==> src/rtl/udp_frame_sched_if.sv <==
// Scheduler <-> requester/checker signal bundle for udp_frame_sched.
// master is the scheduler side; slave is the requester/checker side.
interface udp_frame_sched_if #(
    parameter int CNT_W = 16
);
    logic [1:0]       req;
    logic             valid_ip;
    logic             sel;
    logic             frame_start;
    logic [1:0]       done;
    logic             verdict;
    logic             busy;
    logic [CNT_W-1:0] pass_cnt;
    logic [CNT_W-1:0] drop_cnt;

    modport master (
        input  req, valid_ip,
        output sel, frame_start, done, verdict, busy, pass_cnt, drop_cnt
    );

    modport slave (
        output req, valid_ip,
        input  sel, frame_start, done, verdict, busy, pass_cnt, drop_cnt
    );
endinterface

==> src/rtl/udp_frame_sched.sv <==
// Two-requester round-robin scheduler for a shared IPv4 frame checker.
// It issues a start pulse, samples the verdict CHECK_LAT cycles later, reports to the granted requester and counts the outcome.
module udp_frame_sched #(
    parameter int CHECK_LAT = 2,
    parameter int CNT_W     = 16
) (
    input  logic               main_clk,
    input  logic               main_rst,
    udp_frame_sched_if.master  bus
);
    typedef enum logic [1:0] {
        IDLE   = 2'd0,
        START  = 2'd1,
        WAIT   = 2'd2,
        REPORT = 2'd3
    } state_t;

    localparam logic [3:0]       LAT     = CHECK_LAT[3:0];
    localparam logic [CNT_W-1:0] CNT_MAX = '1;
    localparam logic [CNT_W-1:0] CNT_ONE = CNT_W'(1);

    state_t           state_q, state_d;
    logic             sel_q, sel_d;
    logic             last_q, last_d;
    logic             verdict_q, verdict_d;
    logic [3:0]       cnt_q, cnt_d;
    logic [CNT_W-1:0] pass_q, pass_d;
    logic [CNT_W-1:0] drop_q, drop_d;

    // State and datapath registers with synchronous reset.
    always_ff @(posedge main_clk) begin
        if (main_rst) begin
            state_q   <= IDLE;
            sel_q     <= 1'b0;
            last_q    <= 1'b1;
            verdict_q <= 1'b0;
            cnt_q     <= 4'd0;
            pass_q    <= '0;
            drop_q    <= '0;
        end else begin
            state_q   <= state_d;
            sel_q     <= sel_d;
            last_q    <= last_d;
            verdict_q <= verdict_d;
            cnt_q     <= cnt_d;
            pass_q    <= pass_d;
            drop_q    <= drop_d;
        end
    end

    // Next-state, arbitration, latency countdown and saturating counters.
    always_comb begin
        state_d   = state_q;
        sel_d     = sel_q;
        last_d    = last_q;
        verdict_d = verdict_q;
        cnt_d     = cnt_q;
        pass_d    = pass_q;
        drop_d    = drop_q;
        case (state_q)
            IDLE: begin
                if (bus.req != 2'b00) begin
                    state_d = START;
                    case (bus.req)
                        2'b01:   sel_d = 1'b0;
                        2'b10:   sel_d = 1'b1;
                        default: sel_d = ~last_q;
                    endcase
                end else begin
                    state_d = IDLE;
                end
            end
            START: begin
                cnt_d   = LAT;
                state_d = WAIT;
            end
            WAIT: begin
                // A zero count can only come from a corrupted register; sample rather than stall.
                if (cnt_q <= 4'd1) begin
                    verdict_d = bus.valid_ip;
                    cnt_d     = 4'd0;
                    state_d   = REPORT;
                end else begin
                    cnt_d = cnt_q - 4'd1;
                end
            end
            REPORT: begin
                last_d  = sel_q;
                state_d = IDLE;
                if (verdict_q) begin
                    if (pass_q != CNT_MAX) begin
                        pass_d = pass_q + CNT_ONE;
                    end else begin
                        pass_d = pass_q;
                    end
                end else begin
                    if (drop_q != CNT_MAX) begin
                        drop_d = drop_q + CNT_ONE;
                    end else begin
                        drop_d = drop_q;
                    end
                end
            end
            default: begin
                state_d = IDLE;
            end
        endcase
    end

    assign bus.sel         = sel_q;
    assign bus.frame_start = (state_q == START);
    assign bus.done        = (state_q == REPORT) ? (sel_q ? 2'b10 : 2'b01) : 2'b00;
    assign bus.verdict     = verdict_q;
    assign bus.busy        = (state_q != IDLE);
    assign bus.pass_cnt    = pass_q;
    assign bus.drop_cnt    = drop_q;
endmodule
==> src/flat_wrapper.sv <==
// flat-port wrapper written by rule: the top's interface ports become plain ports
module udp_frame_sched_flat 
#(
    parameter int CHECK_LAT = 2,
    parameter int CNT_W     = 16
)
  (main_clk, main_rst, bus_req, bus_valid_ip, bus_sel, bus_frame_start, bus_done, bus_verdict, bus_busy, bus_pass_cnt, bus_drop_cnt);
  udp_frame_sched_if #(.CNT_W(CNT_W)) bus_i ();
  input  logic main_clk;
  input  logic main_rst;
  input wire logic [$bits(bus_i.req)-1:0] bus_req;
  input wire logic [$bits(bus_i.valid_ip)-1:0] bus_valid_ip;
  output wire logic [$bits(bus_i.sel)-1:0] bus_sel;
  output wire logic [$bits(bus_i.frame_start)-1:0] bus_frame_start;
  output wire logic [$bits(bus_i.done)-1:0] bus_done;
  output wire logic [$bits(bus_i.verdict)-1:0] bus_verdict;
  output wire logic [$bits(bus_i.busy)-1:0] bus_busy;
  output wire logic [$bits(bus_i.pass_cnt)-1:0] bus_pass_cnt;
  output wire logic [$bits(bus_i.drop_cnt)-1:0] bus_drop_cnt;
  assign bus_i.req = bus_req;
  assign bus_i.valid_ip = bus_valid_ip;
  assign bus_sel = bus_i.sel;
  assign bus_frame_start = bus_i.frame_start;
  assign bus_done = bus_i.done;
  assign bus_verdict = bus_i.verdict;
  assign bus_busy = bus_i.busy;
  assign bus_pass_cnt = bus_i.pass_cnt;
  assign bus_drop_cnt = bus_i.drop_cnt;
  udp_frame_sched #(.CHECK_LAT(CHECK_LAT), .CNT_W(CNT_W)) u_core (.main_clk(main_clk), .main_rst(main_rst), .bus(bus_i));
endmodule
==> config.mk <==
export PLATFORM = sky130hd
export DESIGN_NAME = udp_frame_sched_flat
export DESIGN_NICKNAME = d
export VERILOG_FILES = /design/src/rtl/udp_frame_sched_if.sv /design/src/rtl/udp_frame_sched.sv /design/src/flat_wrapper.sv
export SDC_FILE = /design/constraint.sdc
export NUM_CORES = 1
export LEC_CHECK = 0
export CAP_MARGIN = 20
export CORE_MARGIN = 8
export CORE_UTILIZATION = 40
export CTS_CLUSTER_DIAMETER = 40
export DETAILED_ROUTE_END_ITERATION = 10
export PLACE_DENSITY = 0.63
export SETUP_SLACK_MARGIN = 0.1
export SYNTH_ARGS = -nofsm -noshare
export SYNTH_HDL_FRONTEND = slang
export SYNTH_SLANG_ARGS = --single-unit
==> constraint.sdc <==
create_clock -name main_clk -period 2.1 [get_ports main_clk]
set_input_delay 0.525 -clock main_clk [delete_from_list [all_inputs] [get_ports main_clk]]
set_output_delay 0.525 -clock main_clk [all_outputs]
set_load 0.02 [all_outputs]
# Yosys cells after proc, flatten, opt, wreduce, memory -nomap -nowiden
# Index checks and enable logic that the tools add are counted.
# word_totals
register_bits	41
input_bits	5
out_inout_bits	38
wordCells	37
# classes
n_addsub	3
magnitude_cmp	1
eq_ne	8
muxes	8
n_bitwise	2
n_reduce_logical	8
# ops
op	count
$add 16x1->16 const B	2
$ne 16x16->1 const B	2
$pmux 2 s4	1
$pmux 4 s2	1
$eq 2x2->1 const B	3
$mux 2	3
$reduce_and 3->1	2
$reduce_bool 2->1	3
$eq 2x1->1 const B	2
$le 4x1->1 const B	1
$mux 4	1
$reduce_and 2->1	2
$sub 4x1->4 const B	1
$logic_not 2->1	1
$ne 2x1->1 const B	1
$not 1->1	2
$pmux 1 s2	1
$mux 1	1

# Logic depth before layout (Yosys ltp)
# Gate-level depths: netlist of run 1.
# depth
word_depth	3
mapped_depth	6
depth_no_buf	6

# Least setup slack after synthesis of run 1
# Ideal clock, no wire load.
# synth_timing
path_kind	register to register
start	register u_core.drop_q[0], in the netlist u_core.bus.drop_cnt[0]
end	register u_core.drop_q[3], in the netlist u_core.bus.drop_cnt[3]
setup_time_ps	121
arrival_time_ps	1824
t_required_ps	1979
path_slack_ps	156
path_stages_with_launch	7
n_path_buf	1
synth_period_minus_slack_ps	1944
cell_sequence	dfxtp_1 -> ha_1 -> nand4_1 -> nor4_2 -> buf_2 -> nor3_1 -> mux2_2
# synth_between
elab_chain_len	2
word_cells_on_any_way	3
classes_between	add/sub (1); eq/ne (1); reduce/logical (1)
# synth_rtl
element	line	text
start: declaration	udp_frame_sched.sv:28	logic [CNT_W-1:0] drop_q, drop_d;
start signal: assignment	udp_frame_sched.sv:47	drop_q <= drop_d;
branches (longest 2 deep; another with $add 16x1->16)	-	
# Several ways; the timed one is not identified.
# A chain may end at the register's enable or synchronous reset.

# Worst setup path in the final report of run 1
# layout_timing
start	register u_core.pass_q[5], in the netlist u_core.bus.pass_cnt[5]
end	output bus_pass_cnt[5]
# layout_lines
element	line	text
start: declaration	udp_frame_sched.sv:27	logic [CNT_W-1:0] pass_q, pass_d;
start signal: assignment	udp_frame_sched.sv:46	pass_q <= pass_d;
end: declaration	flat_wrapper.sv:18	output wire logic [$bits(bus_i.pass_cnt)-1:0] bus_pass_cnt;
# No word-level cell between the ends.

==> metrics.md, run 1 <==
| Metric | Value |
|---|---|
| PwrDens | 722 nW/um^2 |
| Worst Hold Class | reg2reg |
| Vias in the first global route | 1976 |
| Final Wtd Congestion | 0.798 |
| FMAX | 512 MHz |
| Max-slew violations | 0 |
| Synth Area in Adders | 0.0628 |
| Worst Path Buf+Inv | 1 |
| CTS root buffer | clkbuf_8 |
| Vias per cell | 5.43 |
| Die height | 90.0 um |
| Run status | finished clean |
| Ys flop type | dfxtp_1 |
| Worst-Skew Late Latency | 0.30 ns |
| Met3 wire length | 278 um |
| CTS hold repair buffers | 0 |
| RSZ-0062 raised after global routing | no |
| Total die area | 8100 um^2 |
| #FFs+latches synth | 41 |
| Row cnt | 27 |
| Crit Path Max Fanout | 6 |
| Min Hold Slack | 0.476 ns |
| Largest family of logic cells by synthesized area | simple AND/OR/NAND/NOR gates |
| Crit end category | output port |
| Final period utilization | 0.929 |
| Synth Warn # | 0 |
| Wire length on met1 | 2350 um |
| DR pass1 iterations | 4 |
| Largest net degree at the start of global routing | 31 |
| CTS buffer count | 5 |
| Maximum vdd ir drop | 401 uV |
| ANT nets after route | 0 |
| Synth Area in Simple Gates | 0.295 |
| Die X | 90.0 um |
| CTS max path bufs | 2 |
| Reg power frac | 0.410 |
| Synthesized area per cell | 8.36 um^2 |
| Worst EP arrival | 1.43 ns |
| Clock slew at reported path FFs | 0.08 ns |
| XOR/XNOR Fraction of Synth Area | 0.00800 |
| Vias | 2117 |
| Filler cell count | 526 |
| Routed len/inst | 13.9 um |
| Ys async rst share | 0 |
| Setup Viol. Count Final | 0 |
| Largest delay share family, worst path | buffers and inverters |
| Gr ovfl total | 0 |
| PortBufs | 42 |
| Required time worst endpoint | 1.57 ns |
| Clk_skew | 0.0103 ns |
| Cell Int Power | 1.51 mW |
| Layout cells sized above 1 | 0.113 |
| Diode count | 0 |
| Antenna violations before repair | 0 |
| Max incr delay on CP | 0.66 ns |
| Final wirelength | 5410 um |
| Post-Syn Instances | 262 |
| H-Tree Depth | 2 |
| I/O pin count | 43 |
| CP max stage cell | clkdlybuf4s50_1 |
| Net Sw Frac | 0.290 |
| Slew @ Worst Pin | 0.486 ns |
| DR WL met2 | 2710 um |
| Minimum clock period | 1.95 ns |
| Yosys cell types | 43 |
| Setup tns final | 0 ns |
| Post-synthesis sequential area ratio | 0.375 |
| First-iteration detailed-routing DRC count | 76 |
| Cell area after synthesis | 2190 um^2 |
| Number of synthesized flops with an enable pin | 0 |
| Switching power | 615 uW |
| Clock tree from TritonCTS | done |
| Static leakage | 1.10 nW |
| Pwr Total | 2.12 mW |
| Startpoint types | flop |
| Slew Limit Headroom | 0.671 |
| Compound-Gate Fraction of Synth Area | 0.172 |
| Top routing layer in use | met4 |
| Final Net Count | 333 |
| Clock share of power | 0.354 |
| Critical Path, Cell by Cell | clkdlybuf4s50_1 |
| Clock Sinks | 41 |
| Starting Density | 0.405 |
| Comb pwr share | 0.236 |
| Mux share of post-synthesis cell area | 0.0497 |
| DRC viols | 0 |
| Syn nets | 278 |
| Final Hold Viols | 0 |
| First-pass GRT wire length | 9180 um |
| Max-cap viol count | 0 |
| End-of-flow core utilization | 0.544 |
| Dpl hpwl | 3960 um |
| Core ar. | 5410 um^2 |
| Total global-route track usage | 0.134 |
| Area Growth Syn to Fin | 34.1% |
| CP Class | reg2out |
cell usage in the layout (no fill, tap or decap), types with 2 or more instances in the layout:
master	netlist	routed
nand2b_1	2	2
nor4_1	6	5
mux2_2	7	7
buf_4	0	12
dfxtp_1	41	41
a211oi_1	3	3
a31oi_1	3	3
dlymetal6s2s_1	0	3
o31ai_1	5	5
nor2b_1	6	6
a21oi_1	21	21
clkbuf_8	0	5
ha_1	11	10
and2_1	3	3
or3_1	7	7
nor3_1	10	10
inv_1	15	15
dlygate4sd2_1	0	2
nand3_1	6	6
mux2i_1	3	3
o41ai_1	3	3
clkdlybuf4s15_1	0	3
nand4_1	10	10
nand2_1	22	22
o21ai_0	11	11
o21a_1	2	2
or4_1	5	5
and3_1	7	7
clkdlybuf4s50_1	0	34
nor2_1	24	24
nor4_2	2	3
bufinv_16	0	2
xor2_1	2	2
a311oi_1	4	4
cells in the mapped netlist (all sizes together), types with 2 or more instances:
| library cell | instances | share of area |
|---|---|---|
| ha | 11 | 0.063 |
| nand3 | 6 | 0.014 |
| xor2 | 2 | 0.0080 |
| mux2i | 3 | 0.014 |
| a211oi | 3 | 0.010 |
| nor2b | 6 | 0.017 |
| o311ai | 2 | 0.0080 |
| nand2b | 2 | 0.0057 |
| a31oi | 3 | 0.0086 |
| o41ai | 3 | 0.012 |
| a21oi | 21 | 0.048 |
| or3 | 8 | 0.025 |
| a311oi | 4 | 0.016 |
| clkbuf | 4 | 0.0069 |
| mux2 | 7 | 0.036 |
| o21ai | 11 | 0.025 |
| and3 | 7 | 0.020 |
| buf | 3 | 0.0057 |
| nor2 | 24 | 0.041 |
| dfxtp | 41 | 0.37 |
| o31ai | 5 | 0.017 |
| and2 | 4 | 0.011 |
| nor3 | 10 | 0.023 |
| or4 | 5 | 0.017 |
| inv | 15 | 0.026 |
| o21a | 2 | 0.0069 |
| nand2 | 22 | 0.038 |
| nor4 | 8 | 0.029 |
| nand4 | 11 | 0.038 |
power groups by stage:
stage          clock [mW]  sequential, mW  combinational [mW]
2_1_floorplan           0           0.894               0.332
3_3_place_gp            0           0.885               0.508
3_5_place_dp            0           0.888               0.514
4_1_cts             0.782           0.870               0.497
5_1_grt             0.816           0.878               0.559
6_report            0.751           0.870               0.501
per-layer routing:
metal	vias up	track usage
met5	-	0
met3	4	0.0399
met4	0	0.0638
met1	983	0.148
met2	45	0.229
li1	1085	-
registers in the layout (all words and copies together) (netlist names):
| register | flops |
|---|---|
| u_core.bus.drop_cnt | 16 |
| u_core.bus.pass_cnt | 16 |
| u_core.bus.sel | 1 |
| u_core.bus.verdict | 1 |
| u_core.cnt_q | 4 |
| u_core.last_q | 1 |
| u_core.state_q | 2 |
kinds of logic (layout without fill, tap and decap cells):
group	Yosys count	count (layout)
flops	41	41
xor+xnor	2	2
buf+inv	22	78
simple gates	117	117
fa+ha+maj	11	11
compound gates	59	59
mux	10	10
final cells by class:
| type | count | area (um^2) | area share |
|---|---|---|---|
| inverter | 15 | 56.3 | 0.0192 |
| timing repair buffer | 55 | 536 | 0.182 |
| clock inverter | 3 | 65.1 | 0.0221 |
| clock buffer | 5 | 68.8 | 0.0234 |
| tap | 72 | 90.1 | 0.0307 |
| multi-input combinational | 199 | 1300 | 0.443 |
| sequential | 41 | 821 | 0.279 |
metrics by stage:
| step | std cells | area, um^2 | setup WS, ns |
|---|---|---|---|
| 6_report | 390 | 2940 | 0.149 |
| 5_1_grt | 390 | 2940 | 0.0831 |
| 4_1_cts | 390 | 2910 | 0.119 |
| 3_5_place_dp | 382 | 2780 | 0.180 |
| 3_3_place_gp | 382 | 2780 | 0.201 |
| 2_1_floorplan | 262 | 2190 | 0.156 |
path summary, 6_finish.rpt:
check | start | endpoint | slack [ns] | depth (start not counted)
worst max-delay path | u_core.bus.pass_cnt[5] | bus_pass_cnt[5] | 0.15 | 1
worst max register to register | u_core.state_q[1] | u_core.bus.pass_cnt[14] | 0.21 | 5
worst min register to register | u_core.last_q | u_core.last_q | 0.48 | 1
worst min-delay path | u_core.last_q | u_core.last_q | 0.48 | 1
what timing repair did:
action / CTS / global route
gates cloned: 0 / 0
setup endpoints to repair: 5 / 12
gates resized for setup: 5 / 10
setup buffers: 0 / 0
hold endpoints to repair: 0 / 0
Note: power is estimated with default switching activity, not from simulation.
==> run 2: changes to the inputs <==
--- a/config.mk
+++ b/config.mk
@@ -7,10 +7,10 @@
 export LEC_CHECK = 0
 export CAP_MARGIN = 20
 export CORE_MARGIN = 8
-export CORE_UTILIZATION = 40
+export CORE_UTILIZATION = 25
 export CTS_CLUSTER_DIAMETER = 40
 export DETAILED_ROUTE_END_ITERATION = 10
-export PLACE_DENSITY = 0.63
+export PLACE_DENSITY = 0.44
 export SETUP_SLACK_MARGIN = 0.1
 export SYNTH_ARGS = -nofsm -noshare
 export SYNTH_HDL_FRONTEND = slang
==> run 2 against run 1 <==
First-iteration DRC count down 5.3%; wire length rose by 6.7%; final area down 0.13%; sequential cell count is the same; hold slack worse by 0.00088 ns; register-to-register slack about the same; critical endpoint is now bus_pass_cnt[3]; largest cell class unchanged.
==> metrics.md, run 2 (synthesis results as in run 1) <==
| Metric | Value |
|---|---|
| Total global-route track usage | 0.0977 (-0.0362) |
| Area Growth Syn to Fin | 33.9% |
| Most common cell after layout, fill and taps aside | dfxtp_1 |
| Total die area | 12000 um^2 (+48%) |
| Largest net degree at the start of global routing | 18 (-42%) |
| DRC viols | 0 (unchanged) |
| Vias | 2128 (+0.52%) |
| H-Tree Depth | 2 (unchanged) |
| Setup tns final | 0 ns (unchanged) |
| Worst-Skew Late Latency | 0.29 ns (about the same) |
| First-iteration detailed-routing DRC count | 72 (-5.3%) |
| Routed len/inst | 13.5 um (-2.5%) |
| Vias in the first global route | 1988 (+0.61%) |
| Dpl hpwl | 4390 um (+11%) |
| Startpoint types | flop |
| CP max stage cell | clkdlybuf4s50_1 |
| Worst setup startpoint | u_core.bus.pass_cnt[3] |
| Final wirelength | 5780 um (+6.7%) |
| Worst Hold Class | reg2reg |
| Required time worst endpoint | 1.57 ns (about the same) |
| ANT nets after route | 0 (unchanged) |
| I/O pin count | 43 (unchanged) |
| CTS buffer count | 5 (unchanged) |
| Critical R2R Launch | u_core.bus.pass_cnt[1] |
| Final Hold Viols | 0 (unchanged) |
| Hold_sp | u_core.last_q |
| Worst EP arrival | 1.41 ns (-0.02 ns) |
| Setup Buffers After CTS | 0 (unchanged) |
| Gr ovfl total | 0 (unchanged) |
| PortBufs | 42 (unchanged) |
| Maximum vdd ir drop | 218 uV (-46%) |
| Crit Path Max Fanout | 7 (+1) |
| Row cnt | 34 (+26%) |
| Clock tree from TritonCTS | done |
| Setup Viol. Count Final | 0 (unchanged) |
| Static leakage | 1.12 nW (+2.1%) |
| DR pass1 iterations | 6 (+2) |
| Die X | 110 um (+22%) |
| Die height | 110 um (+22%) |
| Largest delay share family, worst path | buffers and inverters |
| Layout cells sized above 1 | 0.110 (-0.00349) |
| CTS hold repair buffers | 0 (unchanged) |
| First-pass GRT wire length | 9530 um (+3.8%) |
| Min Hold Slack | 0.475 ns (-0.000880 ns) |
| Run status | finished clean |
| Pwr Total | 1.91 mW (-9.9%) |
| Core ar. | 8590 um^2 (+59%) |
| PwrDens | 651 nW/um^2 (-9.8%) |
| Minimum clock period | 1.94 ns (-0.0160 ns) |
| Crit end category | output port |
| CP Class | reg2out |
| Clk_skew | 0.00544 ns (-0.00483 ns) |
| Slew @ Worst Pin | 0.432 ns (-0.0541 ns) |
| FMAX | 517 MHz (+0.83%) |
| Post-CTS Resized | 5 (unchanged) |
| Final Net Count | 335 (+0.60%) |
| Vias per cell | 4.98 (-8.2%) |
| Antenna violations before repair | 0 (unchanged) |
| Final period utilization | 0.922 (-0.00763) |
| Max-cap viol count | 0 (unchanged) |
| RSZ-0062 raised after global routing | yes |
| Worst Path Buf+Inv | 1 (unchanged) |
| Most frequent cells in the layout | dfxtp_1 (41), clkdlybuf4s50_1 (33), nor2_1 (24), nand2_1 (22), a21oi_1 (21) |
| Starting Density | 0.255 (-0.150) |
| CTS root buffer | clkbuf_8 |
| Clock slew at reported path FFs | 0.08 ns (about the same) |
| Final Wtd Congestion | 0.765 (-4.2%) |
| Max-slew violations | 0 (unchanged) |
| Max incr delay on CP | 0.66 ns (about the same) |
| Filler cell count | 928 (+76%) |
| Critical Path, Cell by Cell | clkdlybuf4s50_1 |
| Clock Sinks | 41 (unchanged) |
| Diode count | 0 (unchanged) |
| Slew Limit Headroom | 0.710 (+0.0385) |
| End-of-flow core utilization | 0.341 (-0.202) |
| CTS max path bufs | 2 (unchanged) |
==> run 2: changes by cell type in the layout (fill, tap and decap cells not counted), sizes merged, moves of 2 or more <==
cell	before	now
buf	13	15
bufinv	2	0
clkbuf	5	7
clkdlybuf4s15	3	1
dlymetal6s2s	3	5
==> run 2: metal layers <==
layer  vias up  track usage  part of all wire
li1       1089            -                 -
met1       987        0.125              0.47
met2        46        0.152              0.45
met3         6       0.0305             0.065
met4         0       0.0347             0.011
met5         -            0                 0
==> run 2: final timing paths <==
path                            slack, ns  depth (start not counted)                 endpoint
worst min-delay path                 0.48                          1            u_core.last_q
worst max register to register       0.21                          5  u_core.bus.pass_cnt[14]
worst max-delay path                 0.16                          1          bus_pass_cnt[3]
worst min register to register       0.48                          1            u_core.last_q
==> run 2: report_power, final <==
group / internal [mW] / switching [mW]
Sequential: 0.824 / 0.0368
Combinational: 0.221 / 0.297
Clock: 0.261 / 0.271
Total: 1.31 / 0.605
==> run 2: per-stage QoR <==
step | std cells | area, um^2 | worst slack, ns
2_1_floorplan | 262 | 2190 | 0.156
4_1_cts | 427 | 2920 | 0.107
5_1_grt | 427 | 2930 | 0.0582
6_report | 427 | 2930 | 0.165
3_3_place_gp | 420 | 2830 | 0.200
3_5_place_dp | 420 | 2830 | 0.171
==> run 2: final cells by class <==
cell class	count	area, um^2	share of cell area
multi-input cells	199	1290	0.441
flip-flops and latches	41	821	0.280
clock buffers	7	86.3	0.0294
inverters	15	56.3	0.0192
repair buffers	57	542	0.185
well taps	108	135	0.0461
